===== config.mk =====
export PLATFORM = sky130hd
export DESIGN_NAME = rr_grant_sink_flat
export DESIGN_NICKNAME = d
export VERILOG_FILES = /design/src/rtl/rr_grant_sink_if.sv /design/src/rtl/rr_grant_sink.sv /design/src/flat_wrapper.sv
export SDC_FILE = /design/constraint.sdc
export NUM_CORES = 1
export LEC_CHECK = 0
export BUFFER_PORTS_ARGS = -buffer_cell sky130_fd_sc_hd__buf_2
export CORE_MARGIN = 2
export CORE_UTILIZATION = 45
export CTS_BUF_LIST = sky130_fd_sc_hd__clkbuf_16
export DETAILED_ROUTE_END_ITERATION = 8
export PLACE_DENSITY_LB_ADDON = 0.3
export SLEW_MARGIN = 20
export SYNTH_ARGS = -nofsm -noshare
export SYNTH_HDL_FRONTEND = slang
export SYNTH_SLANG_ARGS = --single-unit

===== constraint.sdc =====
create_clock -name clk -period 2.5 [get_ports clk]
set_input_delay 0.125 -clock clk [delete_from_list [all_inputs] [get_ports clk]]
set_output_delay 0.125 -clock clk [all_outputs]
set_load 0.01 [all_outputs]

===== src/rtl/rr_grant_sink_if.sv =====
`default_nettype none
// +----------------------------------------------------------------------+
// | rr_grant_sink_if : grant, source and output channel bundle           |
// | Rev 1.0 - initial release (timeout_err only with                     |
// |           RR_GRANT_SINK_TIMEOUT_EN)                                  |
// +----------------------------------------------------------------------+
interface rr_grant_sink_if #(
  parameter int DW = 8
);
  logic [3:0]      gnt;
  logic [3:0]      src_valid;
  logic [4*DW-1:0] src_data;
  logic [3:0]      src_last;
  logic [3:0]      src_ready;
  logic            out_valid;
  logic [DW-1:0]   out_data;
  logic            out_last;
  logic            out_ready;
  logic [1:0]      owner;
  logic            busy;
  logic [3:0]      done;
`ifdef RR_GRANT_SINK_TIMEOUT_EN
  logic            timeout_err;

  modport slave (
    input  gnt, src_valid, src_data, src_last, out_ready,
    output src_ready, out_valid, out_data, out_last, owner, busy, done, timeout_err
  );
  modport master (
    output gnt, src_valid, src_data, src_last, out_ready,
    input  src_ready, out_valid, out_data, out_last, owner, busy, done, timeout_err
  );
`else
  modport slave (
    input  gnt, src_valid, src_data, src_last, out_ready,
    output src_ready, out_valid, out_data, out_last, owner, busy, done
  );
  modport master (
    output gnt, src_valid, src_data, src_last, out_ready,
    input  src_ready, out_valid, out_data, out_last, owner, busy, done
  );
`endif
endinterface
`default_nettype wire


===== src/rtl/rr_grant_sink.sv =====
`default_nettype none
// +----------------------------------------------------------------------+
// | rr_grant_sink : latches the arbiter's grant as owner, forwards its   |
// | burst through one registered valid/ready channel, pulses done.       |
// | Optional idle-owner abort: RR_GRANT_SINK_TIMEOUT_EN                  |
// | Rev 1.0 - initial release                                            |
// +----------------------------------------------------------------------+
module rr_grant_sink #(
  parameter int DW        = 8,
  parameter int MAX_BURST = 16,
  parameter int TIMEOUT   = 64
) (
  input wire             clk,
  input wire             rst,
  rr_grant_sink_if.slave bus
);
  localparam int CW = $clog2(MAX_BURST + 1);

  typedef enum logic [1:0] {
    IDLE  = 2'd0,
    XFER  = 2'd1,
    DRAIN = 2'd2
  } state_t;

  state_t        state, state_nx;
  logic [1:0]    owner_q, owner_nx, low_idx;
  logic [CW-1:0] cnt, cnt_nx;
  logic          out_valid_q, out_valid_nx;
  logic          out_last_q, out_last_nx;
  logic [DW-1:0] out_data_q, out_data_nx;
  logic          busy_q, busy_nx;
  logic [3:0]    done_q, done_nx;
  logic          own_valid, own_last, xfer_ready, accept, drain;
  logic [DW-1:0] own_data;

`ifdef RR_GRANT_SINK_TIMEOUT_EN
  localparam int IW = $clog2(TIMEOUT + 1);
  logic [IW-1:0] idle_cnt, idle_nx;
  logic          timeout_err_q, timeout_err_nx;
`endif

  if (MAX_BURST < 1 || TIMEOUT < 1) begin : g_param_check
    $error("rr_grant_sink: MAX_BURST and TIMEOUT must be >= 1");
  end

  always_comb begin
    low_idx   = 2'd0;
    own_valid = 1'b0;
    own_last  = 1'b0;
    own_data  = '0;
    // Descending scan so the lowest set grant bit wins on multi-hot.
    for (int i = 3; i >= 0; i--) begin
      if (bus.gnt[i]) low_idx = 2'(i);
    end
    for (int i = 0; i < 4; i++) begin
      if (owner_q == 2'(i)) begin
        own_valid = bus.src_valid[i];
        own_last  = bus.src_last[i];
        own_data  = bus.src_data[i*DW +: DW];
      end
    end
  end

  assign drain      = out_valid_q && bus.out_ready;
  assign xfer_ready = (state == XFER) && (!out_valid_q || bus.out_ready);
  assign accept     = xfer_ready && own_valid;

  always_comb begin
    state_nx     = state;
    owner_nx     = owner_q;
    cnt_nx       = cnt;
    out_valid_nx = out_valid_q;
    out_data_nx  = out_data_q;
    out_last_nx  = out_last_q;
    done_nx      = 4'b0000;
`ifdef RR_GRANT_SINK_TIMEOUT_EN
    idle_nx        = idle_cnt;
    timeout_err_nx = timeout_err_q;
`endif
    case (state)
      IDLE: begin
        // A set done means the requester is dropping req this cycle.
        if ((bus.gnt != 4'b0000) && (done_q == 4'b0000)) begin
          owner_nx = low_idx;
          cnt_nx   = '0;
          state_nx = XFER;
`ifdef RR_GRANT_SINK_TIMEOUT_EN
          idle_nx  = '0;
`endif
        end
      end
      XFER: begin
        if (accept) begin
          out_data_nx  = own_data;
          out_valid_nx = 1'b1;
          out_last_nx  = own_last || (cnt == CW'(MAX_BURST - 1));
          cnt_nx       = cnt + CW'(1);
`ifdef RR_GRANT_SINK_TIMEOUT_EN
          idle_nx      = '0;
`endif
          if (out_last_nx) state_nx = DRAIN;
        end else begin
          if (drain) out_valid_nx = 1'b0;
`ifdef RR_GRANT_SINK_TIMEOUT_EN
          idle_nx = idle_cnt + IW'(1);
          if (idle_cnt == IW'(TIMEOUT - 1)) begin
            timeout_err_nx = 1'b1;
            if (out_valid_nx) begin
              out_last_nx = 1'b1;
              state_nx    = DRAIN;
            end else begin
              done_nx  = 4'b0001 << owner_q;
              state_nx = IDLE;
            end
          end
`endif
        end
      end
      DRAIN: begin
        if (drain) begin
          out_valid_nx = 1'b0;
          done_nx      = 4'b0001 << owner_q;
          state_nx     = IDLE;
        end
      end
      default: state_nx = IDLE;
    endcase
    busy_nx = (state_nx != IDLE);
  end

  always_ff @(posedge clk) begin
    if (!rst) begin
      state       <= IDLE;
      owner_q     <= 2'd0;
      cnt         <= '0;
      out_valid_q <= 1'b0;
      out_data_q  <= '0;
      out_last_q  <= 1'b0;
      busy_q      <= 1'b0;
      done_q      <= 4'b0000;
`ifdef RR_GRANT_SINK_TIMEOUT_EN
      idle_cnt      <= '0;
      timeout_err_q <= 1'b0;
`endif
    end else begin
      state       <= state_nx;
      owner_q     <= owner_nx;
      cnt         <= cnt_nx;
      out_valid_q <= out_valid_nx;
      out_data_q  <= out_data_nx;
      out_last_q  <= out_last_nx;
      busy_q      <= busy_nx;
      done_q      <= done_nx;
`ifdef RR_GRANT_SINK_TIMEOUT_EN
      idle_cnt      <= idle_nx;
      timeout_err_q <= timeout_err_nx;
`endif
    end
  end

  assign bus.src_ready = xfer_ready ? (4'b0001 << owner_q) : 4'b0000;
  assign bus.out_valid = out_valid_q;
  assign bus.out_data  = out_data_q;
  assign bus.out_last  = out_last_q;
  assign bus.owner     = owner_q;
  assign bus.busy      = busy_q;
  assign bus.done      = done_q;
`ifdef RR_GRANT_SINK_TIMEOUT_EN
  assign bus.timeout_err = timeout_err_q;
`endif

endmodule
`default_nettype wire


===== src/flat_wrapper.sv =====
// flat-port wrapper written by rule: the top's interface ports become plain ports
module rr_grant_sink_flat 
#(
  parameter int DW        = 8,
  parameter int MAX_BURST = 16,
  parameter int TIMEOUT   = 64
)
  (clk, rst, bus_gnt, bus_src_valid, bus_src_data, bus_src_last, bus_out_ready, bus_src_ready, bus_out_valid, bus_out_data, bus_out_last, bus_owner, bus_busy, bus_done);
  rr_grant_sink_if #(.DW(DW)) bus_i ();
  input wire clk;
  input wire rst;
  input wire logic [$bits(bus_i.gnt)-1:0] bus_gnt;
  input wire logic [$bits(bus_i.src_valid)-1:0] bus_src_valid;
  input wire logic [$bits(bus_i.src_data)-1:0] bus_src_data;
  input wire logic [$bits(bus_i.src_last)-1:0] bus_src_last;
  input wire logic [$bits(bus_i.out_ready)-1:0] bus_out_ready;
  output wire logic [$bits(bus_i.src_ready)-1:0] bus_src_ready;
  output wire logic [$bits(bus_i.out_valid)-1:0] bus_out_valid;
  output wire logic [$bits(bus_i.out_data)-1:0] bus_out_data;
  output wire logic [$bits(bus_i.out_last)-1:0] bus_out_last;
  output wire logic [$bits(bus_i.owner)-1:0] bus_owner;
  output wire logic [$bits(bus_i.busy)-1:0] bus_busy;
  output wire logic [$bits(bus_i.done)-1:0] bus_done;
  assign bus_i.gnt = bus_gnt;
  assign bus_i.src_valid = bus_src_valid;
  assign bus_i.src_data = bus_src_data;
  assign bus_i.src_last = bus_src_last;
  assign bus_i.out_ready = bus_out_ready;
  assign bus_src_ready = bus_i.src_ready;
  assign bus_out_valid = bus_i.out_valid;
  assign bus_out_data = bus_i.out_data;
  assign bus_out_last = bus_i.out_last;
  assign bus_owner = bus_i.owner;
  assign bus_busy = bus_i.busy;
  assign bus_done = bus_i.done;
  rr_grant_sink #(.DW(DW), .MAX_BURST(MAX_BURST), .TIMEOUT(TIMEOUT)) u_core (.clk(clk), .rst(rst), .bus(bus_i));
endmodule

* Word-level counts from Yosys, hierarchy flattened
Cells that the tools add are included.
** Storage, ports and cells
- Bits in registers :: 24
- Input bits :: 47
- Output and inout port bits :: 21
- Word-level logic and storage cells :: 64
** Cells by class
- $add $sub $neg :: 1
- Equality and inequality tests :: 8
- Shift-type cells :: 1
- Muxes and demuxes :: 28
- Reduce and logical (&&, ||, !) cells :: 18
** Operators by type and width (number)
- two-way mux 8 bit :: 4
- two-way mux 2 bit :: 8
- two-way mux 1 bit :: 10
- two-way mux 5 bit :: 2
- case mux 5 bit (2 select lines) :: 1
- equality test 2 bit (second input constant) :: 3
- case mux 2 bit (3 select lines) :: 1
- AND reduction 3 bit :: 2
- nonzero test 2 bit :: 3
- adder 5 x 1 -> 5 bit (second input constant) :: 1
- equality test 5 x 4 -> 1 bit (second input constant) :: 1
- equality test 2 x 1 -> 1 bit (second input constant) :: 2
- logical AND 1 bit :: 4
- logical NOT 2 bit :: 2
- logical NOT 4 bit :: 1
- two-way mux 4 bit :: 1
- inequality test 2 x 1 -> 1 bit (second input constant) :: 2
- AND reduction 2 bit :: 2
- nonzero test 4 bit :: 1
- << shifter 1 x 2 -> 4 bit (first input constant) :: 1
- logical OR 1 bit :: 2
- case mux 1 bit (2 select lines) :: 1
- logical NOT 1 bit :: 1

* Longest topological paths before layout
Gate-level depths: netlist (run 1).
- Depth after elaboration :: 10
- Depth in mapped cells :: 6

* Least setup slack after synthesis (run 1)
No wires, ideal clock.
- Path kind :: register to register
- Start :: register u_core.owner_q[0] (netlist: u_core.bus.owner[0])
- End :: register u_core.busy_q (netlist: u_core.bus.busy)
- Library setup time :: 120 ps
- Arrival :: 1714 ps
- Data required time :: 2380 ps
- Setup slack :: 667 ps
- Cell stages (with the launch flop) :: 6
- Clock period less this slack :: 1833 ps
- Path through :: dfxtp_1 buf_6 mux4_2 o2111a_1 o221a_1 a211o_1
** Between the ends
- Cells in the longest elaborated chain, start to end :: 10
** RTL lines
- from (decl) :: RTL line rr_grant_sink.sv:26 : logic [1:0] owner_q, owner_nx, low_idx;
- from (signal assigned) :: RTL line rr_grant_sink.sv:147 : owner_q <= owner_nx;
- logical NOT 2 bit :: RTL line rr_grant_sink.sv:56 : if (owner_q == 2'(i)) begin
- two-way mux 1 bit (4 in series) :: RTL line rr_grant_sink.sv:56
- logical OR 1 bit :: RTL line rr_grant_sink.sv:96 : out_last_nx = own_last || (cnt == CW'(MAX_BURST - 1));
- two-way mux 2 bit :: RTL line rr_grant_sink.sv:101 : if (out_last_nx) state_nx = DRAIN;
- two-way mux 2 bit * :: RTL line rr_grant_sink.sv:93 : if (accept) begin
- case mux 2 bit (3 select lines) * :: RTL line rr_grant_sink.sv:80 : case (state)
- nonzero test 2 bit * :: RTL line rr_grant_sink.sv:128 : busy_nx = (state_nx != IDLE);
- to (signal assigned) :: RTL line rr_grant_sink.sv:152 : busy_q <= busy_nx;
- to (decl) :: RTL line rr_grant_sink.sv:31 : logic busy_q, busy_nx;
Every way passes the cells marked *; elsewhere a longest branch is shown, timed or not.
A chain may end at the register's enable or synchronous reset.

* Worst setup path after layout (run 1)
- Start :: register u_core.owner_q[0] (netlist: u_core.bus.owner[0])
- End :: register u_core.cnt[4]
** Between the ends
- Cells in the longest elaborated chain, start to end :: 8
** RTL lines
- logical NOT 2 bit :: RTL line rr_grant_sink.sv:56
- two-way mux 1 bit (3 in series) :: RTL line rr_grant_sink.sv:56
- two-way mux 1 bit * :: RTL line rr_grant_sink.sv:56
- logical AND 1 bit * :: RTL line rr_grant_sink.sv:66 : assign accept = xfer_ready && own_valid;
- inequality test 2 x 1 -> 1 bit (no source line) *
- AND reduction 3 bit (no source line) *
- to (signal assigned) :: RTL line rr_grant_sink.sv:148 : cnt <= cnt_nx;
- to (decl) :: RTL line rr_grant_sink.sv:27 : logic [CW-1:0] cnt, cnt_nx;
Marked as above.

==> flow_summary.rst, run 1 <==
.. list-table::
   :header-rows: 1

   * - Metric
     - Value
   * - Worst relative slew slack
     - 0.580
   * - Per-cell via count in the routed design
     - 5.46
   * - Power after layout
     - 1.13 mW
   * - Library cell occupying the most area in the post-synthesis netlist
     - sky130_fd_sc_hd__dfxtp_1
   * - Ratio of total power to cell area
     - 625 mW/mm^2
   * - Worst slack on hold paths
     - 0.175 ns
   * - Actual transition at the worst max-transition pin
     - 0.628 ns
   * - Setup repair after global routing missed its margin
     - no
   * - Total Die Area
     - 0.00352 mm^2
   * - Number of buffers added by the clock tree synthesis step
     - 3
   * - Highest net fanout along the worst path
     - 12
   * - Number of violations reported at the end of detailed-routing iteration 0
     - 53
   * - Global route overflow
     - 0
   * - Fraction of final layout cells with drive strength greater than 1
     - 0.409
   * - WS Path Type
     - register to register
   * - Most instantiated flip-flop cell in the synthesis netlist
     - sky130_fd_sc_hd__dfxtp_1
   * - Count of mapped cells out of synthesis
     - 131
   * - Vias in the first global route
     - 1231
   * - Average cell area after synthesis
     - 10.5 um^2
   * - Buffer and inverter count on the worst path
     - 0
   * - Arrival @ worst endpoint
     - 2.24 ns
   * - Post-layout instance area
     - 0.00181 mm^2
   * - Tmin final
     - 2.06 ns
   * - Syn Nets
     - 184
   * - Final sum of negative setup slack
     - 0 ns
   * - Clock insertion delay at the later pin of the skew report
     - 0.25 ns
   * - Post-Place Cell Area
     - 0.00173 mm^2
   * - Switching share of power
     - 0.292
   * - Maximum buffer depth of the clock tree
     - 2
   * - Leakage power total
     - 0.867 nW
   * - Combined global-route utilization of all metal layers
     - 0.192
   * - Total number of placement rows
     - 20
   * - Part of the total power dissipated in combinational logic
     - 0.298
   * - Max capacitance violation total
     - 0
   * - Clk slew on worst S/H paths
     - 0.06 ns
   * - Number of diodes added for antenna fixing
     - 0
   * - Proportion of register bits with asynchronous set or reset after synthesis
     - 0
   * - Power share of the sequential group
     - 0.401
   * - Final Wtd Congestion
     - 0.728
   * - Final critical-path share of the clock period
     - 0.822
   * - Setup violators final
     - 0
   * - Class of the most critical hold timing path
     - input port to register
   * - Post-synthesis sequential area ratio
     - 0.349
   * - Net count, final
     - 252
   * - Count of distinct cell types in the synthesized netlist
     - 34
   * - Final-report max-slew violation count
     - 0
   * - Height of the die
     - 59.3 um
   * - Number of endpoints with negative hold slack in the final report
     - 0
   * - Cells along the critical path
     - mux4_2, nand3_1, or3_1, a21boi_1
   * - Layout-stage area growth over the synthesis result
     - 31.7%
   * - CP endpoint kind
     - register
   * - Routed length per instance
     - 14.0 um
   * - Delay contributed by the slowest stage of the critical path
     - 0.54 ns
   * - F_max
     - 486 MHz
   * - Num ports
     - 68
   * - Required arrival time at the worst endpoint
     - 2.69 ns
   * - Routed WL
     - 3240 um
   * - Number of hold buffers added after CTS
     - 0
   * - Synthesis Warnings
     - 0
   * - Register bit total from synthesis
     - 24
   * - DRC errors left
     - 0
   * - Initial antenna violation count
     - 0
   * - TritonCTS Sinks
     - 24
   * - Setup repair bufs after CTS
     - 0
   * - Detailed placer's ending HPWL
     - 2690 um
   * - Cell-internal power
     - 0.803 mW
   * - Number of port buffers
     - 67
   * - Status
     - complete, no violations
   * - Share of the synthesized area in the top cell type
     - 0.349
   * - Worst vdd ir
     - 572 uV
   * - CP max stage cell
     - sky130_fd_sc_hd__dfxtp_1
   * - Final Instance Count excl. Fillers
     - 231
   * - Placed Instances
     - 227
   * - H-tree Lvls
     - 1
   * - Routed via count
     - 1261
   * - First-pass GRT wire length
     - 5160 um
   * - Clock Skew
     - 0.00356 ns
   * - Clk root buf
     - sky130_fd_sc_hd__clkbuf_16
   * - Post-CTS sizing
     - 0
   * - # fillers
     - 259
   * - Clock network fraction of total power
     - 0.300
   * - Clock tree from TritonCTS
     - built
   * - Worst setup SP type
     - register
   * - Most numerous cell in the Yosys netlist
     - sky130_fd_sc_hd__dfxtp_1
   * - Netlist Area Pre-Place
     - 0.00138 mm^2
   * - Largest net degree at the start of global routing
     - 18
   * - Die Width
     - 59.3 um
   * - Crit path max-delay family
     - simple AND/OR/NAND/NOR gates
   * - Core area
     - 0.00298 mm^2
   * - Switching component of the power
     - 0.330 mW
   * - Routed Antenna Nets
     - 0
   * - Post-synth EDFFs
     - 0
   * - Pre-Repair DR Iteration Count
     - 4
   * - Cells taking the most area after synthesis
     - sky130_fd_sc_hd__dfxtp_1 (35%), sky130_fd_sc_hd__mux4_2 (9.8%), sky130_fd_sc_hd__mux4_1 (7.6%)
   * - Initial Utilization
     - 0.462
   * - Ranking of synthesized cells by instance count
     - sky130_fd_sc_hd__dfxtp_1 (24), sky130_fd_sc_hd__nor2b_1 (11), sky130_fd_sc_hd__mux2i_1 (8), sky130_fd_sc_hd__nor2_1 (8)
==> placed cells by master (no fill, tap or decap), types with 4 or more instances in the layout <==
cell type / Yosys / routed
sky130_fd_sc_hd__a21oi_1: 5 / 5
sky130_fd_sc_hd__ha_1: 6 / 6
sky130_fd_sc_hd__or4_1: 4 / 4
sky130_fd_sc_hd__buf_2: 0 / 67
sky130_fd_sc_hd__nand3_1: 4 / 4
sky130_fd_sc_hd__a21boi_1: 4 / 4
sky130_fd_sc_hd__dfxtp_1: 24 / 24
sky130_fd_sc_hd__mux4_1: 4 / 4
sky130_fd_sc_hd__mux4_2: 6 / 6
sky130_fd_sc_hd__nor2_1: 8 / 8
sky130_fd_sc_hd__nor2b_1: 11 / 11
sky130_fd_sc_hd__mux2i_1: 8 / 8
sky130_fd_sc_hd__nand2_1: 5 / 5
sky130_fd_sc_hd__inv_1: 5 / 5
==> area by class of cell <==
cell class                 count  area, um^2  area share
clock buffer                   3        75.1      0.0414
clock inverter                 1        3.75     0.00207
timing repair buffer          69         350       0.193
inverter                       5        18.8      0.0104
sequential                    24         480       0.265
multi-input combinational     96         843       0.465
tap                           33        41.3      0.0228
==> registers in the layout, indices dropped and copies added, names as in the netlist <==
signal and count:
u_core.bus.busy 1, u_core.bus.done 4, u_core.bus.out_data 8, u_core.bus.out_last 1
u_core.bus.out_valid 1, u_core.bus.owner 2, u_core.cnt 5, u_core.state 2
==> layer usage <==
metal  track usage  wire (um)
met3        0.0502        154
met1         0.230       1300
met2         0.350       1760
met5             0          0
met4        0.0292         23
==> power by group through the flow <==
| stage | Clock [mW] | Combinational, mW | Sequential (mW) |
|---|---|---|---|
| 4_1_cts | 0.344 | 0.340 | 0.454 |
| 5_1_grt | 0.365 | 0.380 | 0.460 |
| 6_report | 0.340 | 0.338 | 0.455 |
| 3_5_place_dp | 0 | 0.340 | 0.462 |
| 3_3_place_gp | 0 | 0.329 | 0.460 |
| 2_1_floorplan | 0 | 0.227 | 0.464 |
==> per-stage QoR <==
step	setup slack [ns]	utilization
after floorplan	0.667	-
after global placement	0.511	0.582
after global routing	0.262	0.609
after CTS	0.432	0.609
final	0.444	0.609
after detailed placement	0.439	0.582
==> logic make-up (layout without fill, tap and decap cells) <==
kind of cell	Yosys count	after routing	share of synthesized area
compound gates	26	26	0.135
fa+ha+maj	6	6	0.0545
buf+inv	11	78	0.0382
flops	24	24	0.349
mux	18	18	0.233
simple gates	46	46	0.190
==> tightest hold or removal path, stage by stage <==
cell	delay (ns)
sky130_fd_sc_hd__buf_2	0.09
sky130_fd_sc_hd__or4_1	0.10
sky130_fd_sc_hd__a21boi_1	0.07
==> path summary, 6_finish.rpt <==
path	startpoint	to	slack (ns)	depth (start not counted)
worst max-delay path	u_core.bus.owner[0]	u_core.cnt[4]	0.44	4
worst min-delay path	bus_gnt[0]	u_core.bus.owner[1]	0.18	3
worst max register to register	u_core.bus.owner[0]	u_core.cnt[4]	0.44	4
worst min register to register	u_core.cnt[4]	u_core.cnt[4]	0.48	2
Note: power is estimated with default switching activity, not from simulation.
==> inputs of run 2 (changes only) <==
--- a/config.mk
+++ b/config.mk
@@ -5,9 +5,10 @@
 export SDC_FILE = /design/constraint.sdc
 export NUM_CORES = 1
 export LEC_CHECK = 0
+export ABC_AREA = 1
 export BUFFER_PORTS_ARGS = -buffer_cell sky130_fd_sc_hd__buf_2
 export CORE_MARGIN = 2
-export CORE_UTILIZATION = 45
+export CORE_UTILIZATION = 41
 export CTS_BUF_LIST = sky130_fd_sc_hd__clkbuf_16
 export DETAILED_ROUTE_END_ITERATION = 8
 export PLACE_DENSITY_LB_ADDON = 0.3
==> constraint.sdc (replaced) <==
create_clock -name clk -period 1.8 [get_ports clk]
set_input_delay 0.09 -clock clk [delete_from_list [all_inputs] [get_ports clk]]
set_output_delay 0.09 -clock clk [all_outputs]
set_load 0.01 [all_outputs]
==> flow_summary.rst, run 2 <==
.. list-table::
   :header-rows: 1

   * - Metric
     - Value
   * - DRC errors left
     - 0
   * - Num ports
     - 68
   * - Setup slack of the most critical reg-to-reg path
     - 0.20 ns
   * - Fraction of final layout cells with drive strength greater than 1
     - 0.337
   * - Routed WL
     - 3530 um
   * - Layout-stage area growth over the synthesis result
     - 34.8%
   * - Worst reg-to-reg path cell count
     - 10
   * - Hold Crit Depth
     - 3
   * - Total number of placement rows
     - 21
   * - Syn Nets
     - 255
   * - Netlist Area Pre-Place
     - 0.00138 mm^2
   * - Most instantiated flip-flop cell in the synthesis netlist
     - sky130_fd_sc_hd__dfxtp_1
   * - Routed Antenna Nets
     - 0
   * - Cells along the critical path
     - ha_2, nand2_2, nor2_1, nand2_2, nand2_4, inv_2, nand2_2, nand2_4, o21ai_1, nor2_1
   * - CP max stage cell
     - sky130_fd_sc_hd__dfxtp_1
   * - Power after layout
     - 1.59 mW
   * - Most numerous cell in the Yosys netlist
     - sky130_fd_sc_hd__nand2_1
   * - Class of the most critical hold timing path
     - input port to register
   * - Share of the synthesized area in the top cell type
     - 0.348
   * - Routed via count
     - 1513
   * - Final sum of negative setup slack
     - 0 ns
   * - Clk root buf
     - sky130_fd_sc_hd__clkbuf_16
   * - Core area
     - 0.00328 mm^2
   * - Global route overflow
     - 0
   * - Arrival @ worst endpoint
     - 1.76 ns
   * - Combined global-route utilization of all metal layers
     - 0.185
   * - Initial antenna violation count
     - 0
   * - Setup repair after global routing missed its margin
     - no
   * - Ranking of synthesized cells by instance count
     - sky130_fd_sc_hd__nand2_1 (38), sky130_fd_sc_hd__nor2_1 (32), sky130_fd_sc_hd__dfxtp_1 (24)
   * - Number of endpoints with negative hold slack in the final report
     - 0
   * - F_max
     - 624 MHz
   * - Largest net degree at the start of global routing
     - 17
   * - Number of buffers added by the clock tree synthesis step
     - 3
   * - Final Wtd Congestion
     - 0.846
   * - Clock insertion delay at the later pin of the skew report
     - 0.26 ns
   * - Maximum buffer depth of the clock tree
     - 2
   * - Vias in the first global route
     - 1309
   * - Share of the core filled with cells in the final layout
     - 0.566
   * - Delay contributed by the slowest stage of the critical path
     - 0.40 ns
   * - Status
     - complete, no violations
   * - Die Width
     - 62.0 um
   * - Required arrival time at the worst endpoint
     - 1.95 ns
   * - TritonCTS Sinks
     - 24
   * - Depth of the critical timing path with buffers and inverters included
     - 10
   * - Worst setup SP type
     - register
   * - Number of violations reported at the end of detailed-routing iteration 0
     - 48
   * - Count of distinct cell types in the synthesized netlist
     - 26
   * - Routed length per instance
     - 11.1 um
   * - Number of diodes added for antenna fixing
     - 0
   * - H-tree Lvls
     - 1
   * - First-pass GRT wire length
     - 5350 um
   * - Register bit total from synthesis
     - 24
   * - Highest net fanout along the worst path
     - 6
   * - Proportion of register bits with asynchronous set or reset after synthesis
     - 0
   * - Buffer and inverter count on the worst path
     - 1
   * - Cells taking the most area after synthesis
     - sky130_fd_sc_hd__dfxtp_1 (35%), sky130_fd_sc_hd__nand2_1 (10%), sky130_fd_sc_hd__nor2_1 (8.7%)
   * - CP endpoint kind
     - register
   * - Worst relative slew slack
     - 0.778
   * - Initial Utilization
     - 0.420
   * - Pre-Repair DR Iteration Count
     - 4
   * - Number of flip-flops in the largest register
     - 8
   * - Height of the die
     - 62.0 um
   * - Per-cell via count in the routed design
     - 4.74
   * - Post-synth EDFFs
     - 0
   * - Clk slew on worst S/H paths
     - 0.06 ns
   * - WS Path Type
     - register to register
   * - Ratio of total power to cell area
     - 857 mW/mm^2
   * - Leakage power total
     - 0.981 nW
   * - Net count, final
     - 327
   * - Final-report max-slew violation count
     - 0
   * - Final critical-path share of the clock period
     - 0.891
   * - Detailed placer's ending HPWL
     - 2830 um
   * - Worst vdd ir
     - 332 uV
   * - Library cell occupying the most area in the post-synthesis netlist
     - sky130_fd_sc_hd__dfxtp_1
   * - Count of mapped cells out of synthesis
     - 202
   * - Top library cells by usage in the layout, fill and taps aside
     - sky130_fd_sc_hd__buf_2 (67), sky130_fd_sc_hd__nand2_1 (38), sky130_fd_sc_hd__nor2_1 (32)
   * - Total Die Area
     - 0.00384 mm^2
   * - Number of port buffers
     - 67
   * - Average cell area after synthesis
     - 6.83 um^2
   * - Synthesis Warnings
     - 0
   * - Clock Skew
     - 0.00406 ns
   * - Tmin final
     - 1.60 ns
   * - Most Frequent Cell on Critical Path
     - sky130_fd_sc_hd__nand2_2
   * - Most common cell after layout, fill and taps aside
     - sky130_fd_sc_hd__buf_2
   * - Clock tree from TritonCTS
     - built
   * - Crit path max-delay family
     - simple AND/OR/NAND/NOR gates
   * - Post-synthesis sequential area ratio
     - 0.348
   * - Actual transition at the worst max-transition pin
     - 0.333 ns
   * - Setup violators final
     - 0
   * - Max capacitance violation total
     - 0
## run 2: cell types whose count changed after synthesis, sizes merged, moves of 4 or more
cell	before	now
mux4	10	0
mux2i	8	0
nand3	4	14
a221oi	0	8
nand2	5	46
nor2b	11	0
a21boi	7	0
nor2	8	34
o21ai	4	14
or4	4	0
a21oi	5	10
a31oi	1	7
inv	5	28
## run 2: layout make-up
| type | instances | area, um^2 |
|---|---|---|
| Clock inverter | 1 | 3.75 |
| Clock buffer | 3 | 75.1 |
| Fill cell | 333 | 1430 |
| Multi-Input combinational cell | 145 | 767 |
| Tap cell | 46 | 57.6 |
| Timing Repair Buffer | 71 | 365 |
| Inverter | 29 | 110 |
| Sequential cell | 24 | 480 |
## run 2: metrics by stage
| stage | hold WS [ns] | setup WS [ns] | instances | area (um^2) |
|---|---|---|---|---|
| 2_1_floorplan | 0.228 | 0.244 | 202 | 1380 |
| 3_3_place_gp | 0.359 | 0.196 | 315 | 1780 |
| 3_5_place_dp | 0.363 | 0.146 | 315 | 1780 |
| 4_1_cts | 0.0884 | 0.123 | 319 | 1860 |
| 5_1_grt | 0.0987 | 0.0679 | 319 | 1860 |
| 6_report | 0.0889 | 0.197 | 319 | 1860 |
## run 2: power by group
group | switching, mW | total (mW) | internal, mW
clock network | 0.185 | 0.482 | 0.297
registers | 0.0444 | 0.633 | 0.589
logic | 0.281 | 0.479 | 0.198
## run 2: final timing paths
check | from | to
hold / removal | bus_src_data[26] | u_core.bus.out_data[2]
setup reg to reg | u_core.state[0] | u_core.cnt[1]
setup / recovery | u_core.state[0] | u_core.cnt[1]
hold reg to reg | u_core.bus.out_last | u_core.bus.out_last
## run 2: logic make-up (layout without fill, tap and decap cells)
| family | after synthesis | count (layout) | synth area share |
|---|---|---|---|
| AOI/OAI and AO/OA | 39 | 39 | 0.172 |
| xor gates and xnor gates | 1 | 1 | 0.00635 |
| adders and majority gates | 6 | 6 | 0.0544 |
| buffers and inverters | 33 | 104 | 0.0971 |
| DFF | 24 | 24 | 0.348 |
| and+or+nand+nor | 99 | 99 | 0.321 |
## run 2: worst register-to-register path: stages (launching register included)
cell and delay [ns]:
sky130_fd_sc_hd__dfxtp_1 0.40, sky130_fd_sc_hd__ha_2 0.27, sky130_fd_sc_hd__nand2_2 0.12, sky130_fd_sc_hd__nor2_1 0.13, sky130_fd_sc_hd__nand2_2 0.09, sky130_fd_sc_hd__nand2_4 0.08
sky130_fd_sc_hd__inv_2 0.05, sky130_fd_sc_hd__nand2_2 0.10, sky130_fd_sc_hd__nand2_4 0.09, sky130_fd_sc_hd__o21ai_1 0.14, sky130_fd_sc_hd__nor2_1 0.05
## run 2: per-layer routing
metal	wire (um)	up-vias	track usage
met1	1600	644	0.242
met5	0	-	0
met4	48	0	0.0547
li1	-	807	-
met2	1600	58	0.305
met3	274	4	0.0373
## run 2: timing repair
action	4_1_cts	5_1_grt
setup endpoints to repair	0	1
setup buffers	0	0
resized for setup	0	1
hold buffers	0	0
